--- config.mk ---
export PLATFORM = sky130hd
export DESIGN_NAME = instr_fetch_unit
export DESIGN_NICKNAME = d
export VERILOG_FILES = /design/src/rtl/instr_fetch_unit.sv
export SDC_FILE = /design/constraint.sdc
export NUM_CORES = 1
export LEC_CHECK = 0
export BUFFER_PORTS_ARGS = -buffer_cell sky130_fd_sc_hd__buf_2
export CELL_PAD_IN_SITES_DETAIL_PLACEMENT = 2
export CELL_PAD_IN_SITES_GLOBAL_PLACEMENT = 2
export CORE_ASPECT_RATIO = 1.5
export CORE_MARGIN = 2
export CORE_UTILIZATION = 38
export CTS_CLUSTER_SIZE = 30
export DETAILED_ROUTE_END_ITERATION = 10
export GPL_TIMING_DRIVEN = 1
export PLACE_DENSITY = 0.81
export SYNTH_ARGS = -nofsm -noshare
export SYNTH_HDL_FRONTEND = slang
export SYNTH_SLANG_ARGS = --single-unit
export TNS_END_PERCENT = 30
--- constraint.sdc ---
create_clock -name clk_i -period 3.6 [get_ports clk_i]
set_input_delay 0.72 -clock clk_i [delete_from_list [all_inputs] [get_ports clk_i]]
set_output_delay 0.72 -clock clk_i [all_outputs]
set_load 0.02 [all_outputs]
--- src/rtl/instr_fetch_unit.sv ---
// instr_fetch_unit: IF stage with PC, 1-cycle imem requests, prefetch FIFO and redirect flush.
// Defining IFU_PERF_CNT_EN adds saturating fetch/redirect/stall counters.
module instr_fetch_unit #(
    parameter int                ADDR_W     = 64,
    parameter int                INSTR_W    = 32,
    parameter int                FIFO_DEPTH = 4,
    parameter logic [ADDR_W-1:0] RESET_PC   = '0
) (
    input  logic               clk_i,
    input  logic               reset_i,
    output logic               imem_req_valid_o,
    output logic [ADDR_W-1:0]  imem_req_addr_o,
    input  logic [INSTR_W-1:0] imem_rsp_data_i,
    input  logic               redirect_valid_i,
    input  logic [ADDR_W-1:0]  redirect_pc_i,
    output logic               valid_o,
    input  logic               ready_i,
    output logic [INSTR_W-1:0] instruction_o,
`ifdef IFU_PERF_CNT_EN
    output logic [ADDR_W-1:0]  PC_o,
    output logic [31:0]        perf_fetch_cnt_o,
    output logic [31:0]        perf_redirect_cnt_o,
    output logic [31:0]        perf_stall_cnt_o
`else
    output logic [ADDR_W-1:0]  PC_o
`endif
);
    localparam int PW = $clog2(FIFO_DEPTH);

    logic [ADDR_W-1:0]  r_pc;
    logic [ADDR_W-1:0]  r_rsp_pc;
    logic               r_inflight;
    logic [PW-1:0]      r_wptr;
    logic [PW-1:0]      r_rptr;
    logic [PW:0]        r_count;
    logic [INSTR_W-1:0] r_data [FIFO_DEPTH];
    logic [ADDR_W-1:0]  r_pcs  [FIFO_DEPTH];
    logic               w_valid;
    logic               w_pop;
    logic               w_push;
    logic               w_issue;
    logic [PW+1:0]      w_credit;

    // Occupancy after this edge, counting the word still in flight, must leave room for one more.
    assign w_valid  = r_count != '0;
    assign w_pop    = w_valid & ready_i;
    assign w_push   = r_inflight & ~redirect_valid_i;
    assign w_credit = {1'b0, r_count} + (PW+2)'(r_inflight) - (PW+2)'(w_pop);
    assign w_issue  = reset_i & ~redirect_valid_i & (w_credit < (PW+2)'(FIFO_DEPTH));

    assign imem_req_valid_o = w_issue;
    assign imem_req_addr_o  = r_pc;
    assign valid_o          = w_valid;
    assign instruction_o    = w_valid ? r_data[r_rptr] : '0;
    assign PC_o             = w_valid ? r_pcs[r_rptr] : '0;

    always_ff @(posedge clk_i or negedge reset_i) begin
        if (!reset_i) begin
            r_pc       <= RESET_PC;
            r_rsp_pc   <= '0;
            r_inflight <= 1'b0;
            r_wptr     <= '0;
            r_rptr     <= '0;
            r_count    <= '0;
        end else if (redirect_valid_i) begin
            r_pc       <= redirect_pc_i & ~ADDR_W'(3);
            r_inflight <= 1'b0;
            r_wptr     <= '0;
            r_rptr     <= '0;
            r_count    <= '0;
        end else begin
            if (w_issue) begin
                r_pc     <= r_pc + ADDR_W'(4);
                r_rsp_pc <= r_pc;
            end
            r_inflight <= w_issue;
            if (w_push)
                r_wptr <= r_wptr + PW'(1);
            if (w_pop)
                r_rptr <= r_rptr + PW'(1);
            r_count <= r_count + (PW+1)'(w_push) - (PW+1)'(w_pop);
        end
    end

    always_ff @(posedge clk_i) begin
        if (w_push) begin
            r_data[r_wptr] <= imem_rsp_data_i;
            r_pcs[r_wptr]  <= r_rsp_pc;
        end
    end

    assert property (@(posedge clk_i) disable iff (!reset_i)
        !(w_push && !w_pop && r_count == (PW+1)'(FIFO_DEPTH)));

`ifdef IFU_PERF_CNT_EN
    logic [31:0] r_fetch_cnt;
    logic [31:0] r_redirect_cnt;
    logic [31:0] r_stall_cnt;

    always_ff @(posedge clk_i or negedge reset_i) begin
        if (!reset_i) begin
            r_fetch_cnt    <= '0;
            r_redirect_cnt <= '0;
            r_stall_cnt    <= '0;
        end else begin
            if (w_issue && ~&r_fetch_cnt)
                r_fetch_cnt <= r_fetch_cnt + 32'd1;
            if (redirect_valid_i && ~&r_redirect_cnt)
                r_redirect_cnt <= r_redirect_cnt + 32'd1;
            if (w_valid && !ready_i && ~&r_stall_cnt)
                r_stall_cnt <= r_stall_cnt + 32'd1;
        end
    end

    assign perf_fetch_cnt_o    = r_fetch_cnt;
    assign perf_redirect_cnt_o = r_redirect_cnt;
    assign perf_stall_cnt_o    = r_stall_cnt;
`endif
endmodule

==> results.py <==
metrics = {
    "status": {
        "status": "complete, but fails checks",
        "violations": "DRC",
    },
    "route": {
        "drc": 17,
        "routed_wl_mm": 59.6,
        "met3_length_mm": 2.81,
        "firstDrtPassIters": 10,
        "vias": 12300,
        "antenna_left": 0,
        "wl_met1_mm": 22.3,
        "wl_met2_mm": 32.0,
        "maxUsedRoutingLayer": "met5",
        "wire_per_inst_um": 25.7,
        "initialDrtViolationCount": 547,
        "viasPerCell": 5.29,
    },
    "timing": {
        "hold_viol_final": 0,
        "timing.final.crit_share_pct": 97.2,
        "setup_viol": 0,
        "skew_ns": 0.0198,
        "worstMarginPinSlew_ns": 1.08,
        "timing.hold.ws_ns": 0.355,
        "finalMaxSlewViolations": 0,
        "timing.fmax_mhz": 286,
        "slew-limit-headroom_pct": 28.3,
        "fin_crit_ns": 3.50,
    },
    "finish": {
        "multi_input_area_um2": 5730,
        "seqCellArea_um2": 14600,
        "fillCellCount": 5108,
        "layout.nets": 1701,
        "area_delta_synth_final_pct": 19.7,
        "drive_above_1_share_pct": 30.9,
    },
    "synth": {
        "ys_types": 48,
        "synth_fa_ha_area_share_pct": 0.582,
        "synth_compound_area_share_pct": 1.89,
        "synth_common_cells": "edfxtp_1, nand2_1, dfrtp_1",
        "yosys_most_used_dff": "edfxtp_1",
        "synth-async-reset-ratio_pct": 26.0,
        "synth_area_leaders": "edfxtp_1, dfrtp_1, mux4_2, nand2_1, and2_1",
        "synth_xor_area_share_pct": 2.42,
        "synthSimpleGateAreaFrac_pct": 11.5,
        "syn_area_per_cell_um2": 15.8,
        "synth_top_family_by_area": "simple AND/OR/NAND/NOR gates",
        "yosysMostFrequentCell": "edfxtp_1",
        "synth.cell_area_um2": 20600,
        "synth_edf_count": 376,
        "synth_area_leader_cell": "edfxtp_1",
        "muxShareOfSynthArea_pct": 11.2,
        "synth_cells": 1309,
        "synth_top_area_share_pct": 54.7,
        "synth_seq_cells": 508,
        "synth-seq-area-share_pct": 70.7,
        "synth_warnings": 0,
    },
    "worst_setup_path": {
        "crit_family": "compound AO/OA/AOI/OAI gates",
        "crit_path_start_kind": "flip-flop",
        "path_cells": "o31ai_4 > or2_2 > ha_1 > nand2_1 > o311ai_4 > mux2i_4 > clkinv_4 > clkbuf_4",
        "cp_data_arrival_time_ns": 2.78,
        "worstSetupPathType": "reg -> out",
        "path_buf_inv": 2,
        "cp_slowest_cell": "dfrtp_2",
        "crit_path_end_kind": "output port",
        "cpPeakStageDelay_ns": 0.43,
        "crit_fanout": 5,
        "crit_required_ns": 2.88,
    },
    "floorplan": {
        "die_area_um2": 56200,
        "die_h_um": 289,
        "initial_core_util_pct": 38.4,
        "coreArea_um2": 53700,
        "die_w_um": 194,
        "ios": 262,
        "core.rowCount": 104,
    },
    "clock_network": {
        "htree_levels": 2,
        "clk_path_buf_depth": 3,
        "cts_hold_buf": 0,
        "cts_root_buffer": "clkbuf_16",
        "cts_sinks": 508,
        "worstSkewPairLatency_ns": 0.58,
        "cts_tree": "built",
        "cts_made_buffers": 51,
        "clk_transition_reported_paths_ns": 0.06,
    },
    "power_and_ir_drop": {
        "p_per_area_nw_per_um2": 721,
        "vdd_ir_drop_max_v": 0.000337,
        "total_power_mw": 17.8,
        "leakagePower_nw": 9.31,
    },
    "flow_run": {
        "max_cap_viol_count": 0,
    },
    "global_route": {
        "antenna_found_initial": 6,
        "grt_pass1_wl_mm": 90.6,
        "grt-ovfl-total": 0,
        "grt_max_degree": 73,
        "grtUsageTotal_pct": 21.5,
        "grt_pass1_vias": 14200,
    },
    "placed_design": {
        "place.gp.congestion": 0.772,
        "hpwl_mm": 40.0,
        "port_buffers": 255,
    },
    "hold_path": {
        "worstHoldPathType": "in -> reg",
    },
}
[layer usage]
metal	up-vias	global-route usage, %
li1	5401	-
met1	6431	24.5
met2	320	40.2
met3	129	3.71
met4	10	8.60
met5	-	0
[path summary, 6_finish.rpt]
path / from / to / slack, ns / cells past startpoint
setup / recovery: r_count[1] / imem_req_valid_o / 0.1 / 8
max in group asynchronous: reset_i / r_rptr[1] / 1.59 / 3
hold / removal: redirect_pc_i[48] / imem_req_addr_o[48] / 0.36 / 3
min in group asynchronous: reset_i / r_rsp_pc[41] / 0.37 / 2
setup reg to reg: r_count[1] / imem_req_addr_o[63] / 0.47 / 12
hold reg to reg: r_rsp_pc[36] / r_pcs[1][36] / 0.52 / 0
[registers in the layout, summed over array words and instances, names as in the netlist]
signal / cells
r_data: 128
r_wptr: 2
r_count: 3
imem_req_addr_o: 62
r_pcs: 248
r_rsp_pc: 62
r_rptr: 2
r_inflight: 1
[repair_timing]
item,in CTS,in global routing
pin swaps,0,2
gates resized for setup,2,2
buffers inserted,0,7
setup endpoints to repair,1,1
[through the flow]
step                      TNS [ns]  setup slack, ns  util (%)  instance area, um^2  cells
after floorplan             -49.50           -0.263         -                20700   1312
after global placement           0            0.209      42.8                23000   2221
after detailed placement         0            0.105      42.8                23000   2221
after CTS                        0           0.0110      45.9                24600   2315
after global routing       -0.0332          -0.0332      46.0                24700   2323
final                            0            0.100      46.0                24700   2323
[cell type report]
class,count,share of cell area [%]
diodes,1,0.0101
clock buffers,72,5.95
clock inverters,22,0.739
repair buffers,300,7.29
inverters,14,0.233
flip-flops and latches,508,59.1
well taps,689,3.49
multi-input cells,717,23.2
[where the power goes]
| group | internal (mW) | switching, mW |
|---|---|---|
| registers | 7.22 | 0.743 |
| clock network | 3.05 | 2.21 |
| logic | 1.91 | 2.68 |
[cell usage in the layout, fill, tap and decap left out, types with 14 or more instances in the layout]
cell type / n
mux4_2: 94
clkbuf_16: 54
nand3_1: 25
dfrtp_1: 127
buf_2: 252
buf_12: 14
xor2_1: 32
nand2_1: 244
nor2_1: 15
nand4_1: 32
edfxtp_1: 376
o21ai_0: 46
buf_4: 32
xnor2_1: 25
and2_1: 99
[cells by family after synthesis]
group                    after synthesis
AND/OR/NAND/NOR                      475
AO/OA/AOI/OAI                         62
XOR/XNOR                              57
other                                  1
flip-flops                           508
multiplexers                         110
adder cells (fa/ha/maj)                9
buffers and inverters                 87
[worst reg2reg max path, stage by stage (launching register included)]
cell and delay [ns]:
dfrtp_2 0.43, o31ai_4 0.10, or2_2 0.28, ha_1 0.30, nand2_1 0.09, o311ai_4 0.35, mux2i_4 0.14, clkinv_4 0.07
buf_4 0.11, buf_12 0.26, nand4_4 0.25, o31a_1 0.36, o31a_1 0.28
Note: power is estimated with default switching activity, not from simulation.
